$ cat src/rtl/cathero_motion_ctrl_pkg.sv
// Shared types and display/sprite constants for the cat hero motion controller.
package cathero_motion_ctrl_pkg;

  // 96x64 OLED
  localparam int unsigned SCREEN_W = 96;
  localparam int unsigned SCREEN_H = 64;

  // Cat hero sprite footprint (columns 0..16, rows 0..13)
  localparam int unsigned SPRITE_W = 17;
  localparam int unsigned SPRITE_H = 14;

  localparam int unsigned POS_W = 8;
  localparam int unsigned VEL_W = 4;

  typedef enum logic [1:0] {
    GROUND = 2'd0,
    RISE   = 2'd1,
    FALL   = 2'd2
  } motion_state_e;

endpackage

$ cat src/rtl/cathero_motion_ctrl_edge_pulse.sv
// Rising-edge detector: compares the input level with a registered copy.
// Ports: clk, rst_n (async active-low), sig (level in), rise_c (1 while sig=1 and last sampled sig=0).
module cathero_motion_ctrl_edge_pulse (
  input  logic clk,
  input  logic rst_n,
  input  logic sig,
  output logic rise_c
);

  logic sig_q;
  logic sig_d;

  always_comb begin
    sig_d = sig;
  end

  always_ff @(posedge clk or negedge rst_n) begin
    if (!rst_n) begin
      sig_q <= 1'b0;
    end else begin
      sig_q <= sig_d;
    end
  end

  assign rise_c = sig & ~sig_q;

endmodule

$ cat src/rtl/cathero_motion_ctrl.sv
// Per-frame position controller for the cat hero sprite: horizontal walking with
// edge clamping and a GROUND/RISE/FALL jump-and-gravity state machine.
// Ports:
//   clock, rst_n         - clock, async active-low reset
//   frame_tick           - one-cycle pulse per display frame; all motion steps on it
//   btn_left/right/jump  - debounced button levels
//   x_start, y_start     - sprite top-left corner for the renderer
//   facing_left          - direction of the last requested horizontal move
//   airborne             - state is RISE or FALL
//   land_pulse           - one-cycle pulse after the landing frame
module cathero_motion_ctrl
  import cathero_motion_ctrl_pkg::*;
#(
  parameter int unsigned GROUND_Y = SCREEN_H - SPRITE_H,
  parameter int unsigned X_INIT   = 0,
  parameter int unsigned STEP_X   = 1,
  parameter int unsigned JUMP_V   = 6,
  parameter int unsigned V_MAX    = 7
) (
  input  logic             clock,
  input  logic             rst_n,
  input  logic             frame_tick,
  input  logic             btn_left,
  input  logic             btn_right,
  input  logic             btn_jump,
  output logic [POS_W-1:0] x_start,
  output logic [POS_W-1:0] y_start,
  output logic             facing_left,
  output logic             airborne,
  output logic             land_pulse
);

  localparam int unsigned X_MAX = SCREEN_W - SPRITE_W;

  motion_state_e    state_q, state_d;
  logic [POS_W-1:0] x_q, x_d;
  logic [POS_W-1:0] y_q, y_d;
  logic [VEL_W-1:0] vel_q, vel_d;
  logic             jump_req_q, jump_req_d;
  logic             facing_q, facing_d;
  logic             airborne_q, airborne_d;
  logic             land_q, land_d;

  logic             jump_rise_c;
  logic             move_c;
  logic [POS_W:0]   x_sum_c;
  logic [POS_W:0]   y_sub_c;
  logic [POS_W:0]   y_add_c;
  logic [POS_W-1:0] y_rise_c;
  logic [POS_W-1:0] y_fall_c;
  logic [VEL_W-1:0] vel_dec_c;
  logic [VEL_W-1:0] vel_inc_c;
  logic             landing_c;

  cathero_motion_ctrl_edge_pulse u_jump_edge (
    .clk    (clock),
    .rst_n  (rst_n),
    .sig    (btn_jump),
    .rise_c (jump_rise_c)
  );

  // Vertical arithmetic in 9 bits so the upward subtraction cannot wrap.
  always_comb begin
    vel_dec_c = vel_q - VEL_W'(1);
    vel_inc_c = (vel_q >= VEL_W'(V_MAX)) ? VEL_W'(V_MAX) : vel_q + VEL_W'(1);
    y_sub_c   = {1'b0, y_q} - (POS_W+1)'(vel_q);
    y_rise_c  = y_sub_c[POS_W] ? '0 : y_sub_c[POS_W-1:0];
    y_add_c   = {1'b0, y_q} + (POS_W+1)'(vel_inc_c);
    landing_c = (y_add_c >= (POS_W+1)'(GROUND_Y));
    y_fall_c  = landing_c ? POS_W'(GROUND_Y) : y_add_c[POS_W-1:0];
    move_c    = btn_left ^ btn_right;
    x_sum_c   = {1'b0, x_q} + (POS_W+1)'(STEP_X);
  end

  // State register
  always_ff @(posedge clock or negedge rst_n) begin
    if (!rst_n) begin
      state_q <= GROUND;
    end else begin
      state_q <= state_d;
    end
  end

  // Next-state logic, evaluated only on frame ticks
  always_comb begin
    state_d = state_q;
    if (frame_tick) begin
      unique case (state_q)
        GROUND:  if (jump_req_q) state_d = RISE;
        RISE:    if (vel_dec_c == '0) state_d = FALL;
        FALL:    if (landing_c) state_d = GROUND;
        default: state_d = GROUND;
      endcase
    end
  end

  // Datapath and output next values
  always_comb begin
    x_d        = x_q;
    y_d        = y_q;
    vel_d      = vel_q;
    facing_d   = facing_q;
    airborne_d = airborne_q;
    land_d     = 1'b0;
    jump_req_d = jump_req_q | jump_rise_c;

    if (frame_tick) begin
      if (move_c) begin
        facing_d = btn_left;
        if (btn_left) begin
          x_d = (x_q < POS_W'(STEP_X)) ? '0 : x_q - POS_W'(STEP_X);
        end else begin
          x_d = (x_sum_c > (POS_W+1)'(X_MAX)) ? POS_W'(X_MAX) : x_sum_c[POS_W-1:0];
        end
      end

      unique case (state_q)
        GROUND: begin
          if (jump_req_q) vel_d = VEL_W'(JUMP_V);
          // A request is consumed here; an edge on this same cycle survives to the next tick.
          jump_req_d = jump_rise_c;
        end
        RISE: begin
          y_d        = y_rise_c;
          vel_d      = vel_dec_c;
          jump_req_d = 1'b0;
        end
        FALL: begin
          y_d        = y_fall_c;
          vel_d      = landing_c ? '0 : vel_inc_c;
          land_d     = landing_c;
          jump_req_d = 1'b0;
        end
        default: begin
          jump_req_d = 1'b0;
        end
      endcase

      airborne_d = (state_d != GROUND);
    end
  end

  always_ff @(posedge clock or negedge rst_n) begin
    if (!rst_n) begin
      x_q        <= POS_W'(X_INIT);
      y_q        <= POS_W'(GROUND_Y);
      vel_q      <= '0;
      jump_req_q <= 1'b0;
      facing_q   <= 1'b0;
      airborne_q <= 1'b0;
      land_q     <= 1'b0;
    end else begin
      x_q        <= x_d;
      y_q        <= y_d;
      vel_q      <= vel_d;
      jump_req_q <= jump_req_d;
      facing_q   <= facing_d;
      airborne_q <= airborne_d;
      land_q     <= land_d;
    end
  end

  assign x_start     = x_q;
  assign y_start     = y_q;
  assign facing_left = facing_q;
  assign airborne    = airborne_q;
  assign land_pulse  = land_q;

endmodule

$ cat config.mk
export PLATFORM = sky130hd
export DESIGN_NAME = cathero_motion_ctrl
export DESIGN_NICKNAME = d
export VERILOG_FILES = /design/src/rtl/cathero_motion_ctrl_pkg.sv /design/src/rtl/cathero_motion_ctrl_edge_pulse.sv /design/src/rtl/cathero_motion_ctrl.sv
export SDC_FILE = /design/constraint.sdc
export NUM_CORES = 1
export LEC_CHECK = 0
export BUFFER_PORTS_ARGS = -buffer_cell sky130_fd_sc_hd__buf_2
export CAP_MARGIN = 0
export CELL_PAD_IN_SITES_DETAIL_PLACEMENT = 0
export CELL_PAD_IN_SITES_GLOBAL_PLACEMENT = 2
export CORE_MARGIN = 2
export CORE_UTILIZATION = 36
export CTS_CLUSTER_DIAMETER = 120
export DETAILED_ROUTE_END_ITERATION = 8
export GPL_TIMING_DRIVEN = 0
export HOLD_SLACK_MARGIN = 0.1
export PLACE_DENSITY_LB_ADDON = 0.05
export RECOVER_POWER = 100
export SKIP_LAST_GASP = 1
export SYNTH_ARGS = -nofsm -noshare
export SYNTH_HDL_FRONTEND = slang
export SYNTH_HIERARCHICAL = 1
export SYNTH_SLANG_ARGS = --single-unit
export TNS_END_PERCENT = 5
$ cat constraint.sdc
create_clock -name clock -period 4 [get_ports clock]
set_clock_uncertainty 0.15 [all_clocks]
set_input_delay 0.6 -clock clock [delete_from_list [all_inputs] [get_ports clock]]
set_output_delay 0.6 -clock clock [all_outputs]
set_load 0.02 [all_outputs]
Yosys cells after proc, flatten, opt, wreduce, memory -nomap -nowiden. Cells that the tools add are included.

Equality and inequality tests: 3. Order comparisons: 4. Mux-type cells: 19. Reductions and logical operators: 8. Add/subtract/negate cells: 6. Bitwise operators: 4.

Operators with widths (number): 2-to-1 mux 8 bit (5); one-hot mux 8 bit (2 select lines) (1); 2-to-1 mux 4 bit (3); one-hot mux 4 bit (3 select lines) (1); adder 8 x 1 -> 9 bit, second input constant (1); adder 8 x 4 -> 9 bit (1); >= comparator 9 x 6 -> 1 bit, second input constant (1); > comparator 9 x 7 -> 1 bit, second input constant (1); subtractor 8 x 4 -> 9 bit (1); < comparator 8 x 1 -> 1 bit, second input constant (1); 2-to-1 mux 2 bit (4); subtractor 8 x 1 -> 8 bit, second input constant (1); one-hot mux 2 bit (3 select lines) (1); adder 4 x 1 -> 4 bit, second input constant (1); >= comparator 4 x 3 -> 1 bit, second input constant (1); logical NOT 4 bit (1); 2-to-1 mux 1 bit (4); AND reduction 2 bit (2); nonzero test 2 bit (2); subtractor 4 x 1 -> 4 bit, second input constant (1); AND reduction 3 bit (1); nonzero test 3 bit (1); == test 2 x 1 -> 1 bit, second input constant (1); == test 2 bit, second input constant (1); 6 further kinds (6).

Bits in registers: 27. Input bits: 6. Output and inout bits: 19.

Longest topological paths before layout. Gate-level depths: netlist of the first run.

Depth after elaboration: 8. Gate-level depth with buffers: 11.

Hierarchy. Netlist of the first run, hierarchy kept.

By module, submodules not included: cathero_motion_ctrl (area an instance 2224.6 sq um, times used 1, cells an instance 267); cathero_motion_ctrl_edge_pulse (area an instance 38.8 sq um, times used 1, cells an instance 2).

Least setup slack after synthesis of the first run. No wires, ideal clock.

Kind: register to register. Start: reg vel_q[0]. End: reg state_q[1]. Data arrival time: 2719 ps. Required time: 3711 ps. Setup slack: 993 ps. Period minus slack after synthesis: 3007 ps. Cell stages (with the launch flop): 12. Path through: dfrtp_1 > ha_1 > a21oi_1 > nand2_1 > ha_1 > fa_1 > xor2_1 > nor3_1 > mux2i_1 > a311oi_4 > o31ai_1 > o21ai_0.

Word-level cells in the longest chain between the ends: 7. Elaborated cells between the ends (all ways): 11. Those cells by class: add/sub: 3; order compare: 2; mux: 5; reduce/logical: 1.

Ends and longest elaborated chain: start, declared (line cathero_motion_ctrl.sv:38) `logic [VEL_W-1:0] vel_q, vel_d;`; start signal, assigned (line cathero_motion_ctrl.sv:155) `vel_q <= vel_d;`; adder 4 x 1 -> 4 bit or >= comparator 4 x 3 -> 1 bit (tied branches) (line cathero_motion_ctrl.sv:65) `vel_inc_c = (vel_q >= VEL_W'(V_MAX)) ? VEL_W'(V_MAX) : vel_q + VEL_W'(1);`; 2-to-1 mux 4 bit (line cathero_motion_ctrl.sv:65); adder 8 x 4 -> 9 bit (line cathero_motion_ctrl.sv:68) `y_add_c = {1'b0, y_q} + (POS_W+1)'(vel_inc_c);`; >= comparator 9 x 6 -> 1 bit (line cathero_motion_ctrl.sv:69) `landing_c = (y_add_c >= (POS_W+1)'(GROUND_Y));`; 2-to-1 mux 2 bit (line cathero_motion_ctrl.sv:91) `FALL: if (landing_c) state_d = GROUND;`; one-hot mux 2 bit (3 select lines) * (line cathero_motion_ctrl.sv:88) `unique case (state_q)`; 2-to-1 mux 2 bit * (line cathero_motion_ctrl.sv:87) `if (frame_tick) begin`; net state_d[1] (line cathero_motion_ctrl.sv:35) `motion_state_e state_q, state_d;`; end signal, assigned (line cathero_motion_ctrl.sv:80) `state_q <= state_d;`; end, declared (line cathero_motion_ctrl.sv:35).

The timed path passes the listed nets; every way through them passes the cells marked *. A chain may end at the register's enable or synchronous reset.

Worst setup path after layout of the first run. Ends and elaborated chain as after synthesis.

==> impl_metrics.yaml, run 1 <==
clock_tree:
  cts_resized: 0
  clock_path_buffers: 2
  cts_tree: "built"
  htree_levels: 1
  cts.sinks: 27
  cts_hold_buf: 0
  cts_setup_buffers: 0
  path_clk_slew_ns: 0.11
  root_buffer: "clkbuf_8"
  clock_latency_ns: 0.29
  cts-buffers-inserted: 3
synth:
  ys_ff_latch: 27
  synth_top_family_by_area: "compound AO/OA/AOI/OAI gates"
  synth-edff-count: 0
  synth_cell_types: 58
  async_flop_share_pct: 100
  synth_area_um2: 2260
  syn_avg_cell_area_um2: 8.41
  synthFlopType: "dfrtp_1"
  netlist_instances: 269
  synth_fp_nets: 295
  synth_adder_area_share_pct: 11.7
  yosysWarnings: 6
  synth_compound_area_share_pct: 28.1
  synth.area.mux_share_pct: 0.940
  yosys.area_share.simple_pct: 19.6
  yosysSeqAreaShare_pct: 30.0
  synth_xor_area_share_pct: 3.87
floorplanning:
  dieArea_um2: 6940
  initial_core_util_pct: 37.8
  row_count: 28
  io_pins: 25
  dieWidth_um: 83.3
  core_um2: 5990
  die_y_um: 83.3
route:
  finalWirelength_um: 6060
  drc: 0
  drt_iter0_markers: 140
  drt-pass1-iter-count: 4
  via_per_inst: 5.64
  ant_nets: 0
  via_count: 2093
  avgRoutedWirePerCell_um: 16.3
finish:
  area_delta_synth_final_pct: 9.62
  num-fill-cells: 653
  final_cell_mix: "29 x o21ai_0, 27 x clkbuf_1, 24 x dfrtp_1"
  utilization_pct: 41.4
  final_area_um2: 2480
  drive_gt1_share_pct: 7.09
  seq_area_um2: 679
  num_antenna_cells: 0
  final_common_cell: "o21ai_0"
  multi_input_area_um2: 1450
  nets: 323
timing:
  fmax_mhz: 280
  holdWs_ns: 0.277
  worstMarginPinSlew_ns: 1.61
  finalCritPeriodShare_pct: 89.4
  slew_headroom_pct: -7.37
  tns_ns: 0
  rsz0062_at_grt: "no"
  drv_slew: 28
  setup_viol: 0
  fin_crit_ns: 3.58
  hold_violations: 0
power_and_ir_drop:
  power.total_mw: 2.12
  irDropWorstVdd_mv: 0.354
  p_leak_nw: 1.03
  p_per_area_nw_per_um2: 855
setup_path:
  crit_top_cell: "ha_1"
  start_kind: "register"
  crit_fanout: 10
  arrival_ns: 3.59
  r2r_setup_slack_ns: 0.42
  critPathSlowestCell: "dfrtp_1"
  critPathRequiredTime_ns: 4.01
  cp-end-kind: "register"
  path_cells: "ha_1, a21oi_1, nand2_1, nor3_1, ha_1, and3_1, a22oi_1, xnor2_1, a311oi_4, o31ai_1, o21ai_0"
  crit_family: "compound AO/OA/AOI/OAI gates"
  critPathKind: "register to register"
  slowest_delay_ns: 0.52
  critPathBufInv: 0
placed_design:
  port-buffer-count: 23
  gp_congestion: 0.756
  dp_hpwl_um: 4410
  placed_cell_area_um2: 2470
hold_path:
  hold_class: "primary input to register"
grt:
  grt_overflow: 0
  grt_pass1_vias: 1967
  grt_max_degree: 28
  grt_pass1_wl_um: 10200
  track_usage_pct: 17.8
  antenna_found_initial: 0
outcome:
  status: "finished with violations"
  violations: "capacitance limit, slew limit"
job:
  drv_cap: 1
-- registers in the layout (all words and copies together), names as in the netlist --
register	cells
y_start	8
land_pulse	1
jump_req_q	1
x_start	8
state_q	2
vel_q	4
airborne	1
facing_left	1
u_jump_edge/sig_q	1
-- where the power goes --
part,total (mW),internal (mW),leakage [nW],switching [mW]
registers,0.504,0.381,0.324,0.123
clock network,0.176,0.0721,0.0228,0.104
logic,1.44,0.549,0.683,0.892
total,2.12,1.00,1.03,1.12
-- cell usage after synthesis, types with 5 or more instances --
cell type	n	area, um2
nand2_1	15	56.3
nor2_1	18	67.6
o31ai_1	7	52.6
nor3b_1	5	37.5
dfrtp_1	24	601
ha_1	18	225
nand3_1	6	30.0
and3_1	5	31.3
inv_1	16	60.1
a21oi_1	23	115
o21ai_0	27	135
xnor2_1	7	61.3
nor3_1	13	65.1
a21o_1	5	37.5
buf_2	6	30.0
-- layer usage --
metal | share of wire [%] | track usage (%) | wire (um)
met2 | 43 | 26.8 | 2620
met3 | 2.5 | 2.19 | 152
met4 | 0.96 | 4.62 | 58
met1 | 53 | 26.9 | 3220
met5 | 0 | 0 | 0
-- stage by stage --
| stage | setup WS (ns) | cells |
|---|---|---|
| 6_report | 0.424 | 371 |
| 5_1_grt | 0.0699 | 371 |
| 4_1_cts | 0.422 | 371 |
| 3_5_place_dp | 0.463 | 367 |
| 3_3_place_gp | 0.485 | 367 |
| 2_1_floorplan | 0.993 | 269 |
-- path summary, 6_finish.rpt --
kind                       cells past startpoint           endpoint         from
max                                           11         state_q[1]     vel_q[0]
min reg2reg                                    2        facing_left  facing_left
min                                            1  u_jump_edge/sig_q     btn_jump
min in group asynchronous                      1           vel_q[3]        rst_n
max reg2reg                                   11         state_q[1]     vel_q[0]
max in group asynchronous                      1         x_start[5]        rst_n
-- cell type report --
cell class	instances	share of cell area [%]
repair buffers	23	3.58
well taps	75	3.78
clock buffers	4	1.82
plain buffers	13	2.72
inverters	16	2.42
multi-input cells	213	58.3
flip-flops and latches	27	27.4
-- cells by family after synthesis --
logic type,count (synthesis)
muxes,2
xor gates and xnor gates,10
DFF,27
AOI/OAI and AO/OA,97
buffers and inverters,29
adders and majority gates,20
and+or+nand+nor,84
(Power assumes the default switching activity.)
==> run 2, diff against run 1 <==
Settings changed: CORE_ASPECT_RATIO set to 1.4.
==> impl_metrics.yaml, run 2 (synthesis gave the netlist of run 1 again) <==
outcome:
  status: "finished with violations"
  violations: "capacitance limit, slew limit"
finish:
  nets: 323
  area_delta_synth_final_pct: 9.51
  final_area_um2: 2480
  drive_gt1_share_pct: 7.43
  utilization_pct: 40.2
  final_common_cell: "o21ai_0"
  final_cells: 368
  num_antenna_cells: 0
  final_cell_mix: "29 x o21ai_0, 26 x clkbuf_1, 24 x dfrtp_1"
route:
  finalWirelength_um: 5860
  via_per_inst: 5.62
  drt-pass1-iter-count: 4
  drt_iter0_markers: 59
  via_count: 2068
  drc: 0
  ant_nets: 0
  avgRoutedWirePerCell_um: 15.9
grt:
  grt_overflow: 0
  grt_pass1_vias: 2093
  grt_pass1_wl_um: 9950
  grt_max_degree: 28
  antenna_found_initial: 0
  track_usage_pct: 17.7
clock_tree:
  cts_setup_buffers: 0
  root_buffer: "clkbuf_8"
  cts_tree: "built"
  htree_levels: 1
  clock_latency_ns: 0.28
  cts_hold_buf: 0
  cts-buffers-inserted: 3
  path_clk_slew_ns: 0.10
  cts_resized: 0
  clock_path_buffers: 2
  cts.sinks: 27
timing:
  tns_ns: 0
  fin_crit_ns: 3.61
  worstMarginPinSlew_ns: 1.58
  hold_violations: 0
  setup_viol: 0
  holdWs_ns: 0.289
  finalCritPeriodShare_pct: 90.2
  finalWorstSetupSlack_ns: 0.392
  slew_headroom_pct: -5.62
  drv_slew: 28
  rsz0062_at_grt: "no"
  fmax_mhz: 277
floorplanning:
  initial_core_util_pct: 36.7
  row_count: 34
  io_pins: 25
  core_um2: 6170
  die_y_um: 97.8
  dieArea_um2: 6950
  dieWidth_um: 71.0
power_and_ir_drop:
  power.total_mw: 2.10
  combinationalPowerShare_pct: 68.4
  p_leak_nw: 1.03
  switching_share_pct: 52.3
  pwr-share-clk_pct: 7.8
  irDropWorstVdd_mv: 0.362
  p_int_mw: 1.00
  p_per_area_nw_per_um2: 847
  power_frac_seq_pct: 23.9
  p_sw_mw: 1.10
hold_path:
  hold_class: "primary input to register"
job:
  drv_cap: 1
setup_path:
  critPathKind: "register to register"
  arrival_ns: 3.66
  critPathRequiredTime_ns: 4.05
  cp-end-kind: "register"
  start_kind: "register"
  crit_fanout: 10
placed_design:
  gp_congestion: 0.773
  place_worst_setup_slack_ns: 0.395
  port-buffer-count: 23
  dp_cells: 364
  placed_cell_area_um2: 2470
  dp_hpwl_um: 4510
==> run 2: changes by cell type in the layout (fill, tap and decap cells not counted) <==
cell	before	now
clkbuf_1	27	26
clkinv_2	0	1
==> run 2: critical path, stage by stage (launching register included) <==
cell and delay (ns):
dfrtp_1 0.51, ha_1 0.26, a21oi_1 0.26, nand2_1 0.12
nor3_1 0.33, ha_1 0.38, a21o_1 0.21, nor2_1 0.19
xnor2_1 0.14, a311oi_4 0.62, a22oi_1 0.19, o21ai_0 0.18
==> run 2: path summary, 6_finish.rpt <==
path	slack, ns	end	from	cells past startpoint
max in group asynchronous	2.23	land_pulse	rst_n	1
setup reg to reg	0.39	vel_q[3]	vel_q[0]	11
min in group asynchronous	0.55	x_start[1]	rst_n	1
hold reg to reg	0.35	facing_left	facing_left	2
setup / recovery	0.39	vel_q[3]	vel_q[0]	11
hold / removal	0.29	u_jump_edge/sig_q	btn_jump	1
==> run 2: area by class of cell <==
class / count / area (um2)
Timing Repair Buffer: 23 / 88.8
Fill cell: 679 / 3690
Tap cell: 72 / 90.1
Clock inverter: 1 / 5.00
Multi-Input combinational cell: 213 / 1450
Inverter: 16 / 60.1
Sequential cell: 27 / 679
Clock buffer: 3 / 41.3
Buffer: 13 / 67.6
==> run 2: layer usage <==
layer	GRT usage (%)	part of all wire [%]
met5	0	0
met4	7.26	2.7
met3	1.34	2.0
met2	31.3	51
met1	22.1	45
==> run 2: power groups by stage <==
| stage | Clock (mW) | Combinational, mW | Sequential (mW) |
|---|---|---|---|
| 2_1_floorplan | 0 | 1.04 | 0.578 |
| 3_3_place_gp | 0 | 1.48 | 0.507 |
| 3_5_place_dp | 0 | 1.47 | 0.507 |
| 4_1_cts | 0.171 | 1.48 | 0.501 |
| 5_1_grt | 0.185 | 1.63 | 0.522 |
| 6_report | 0.163 | 1.43 | 0.500 |
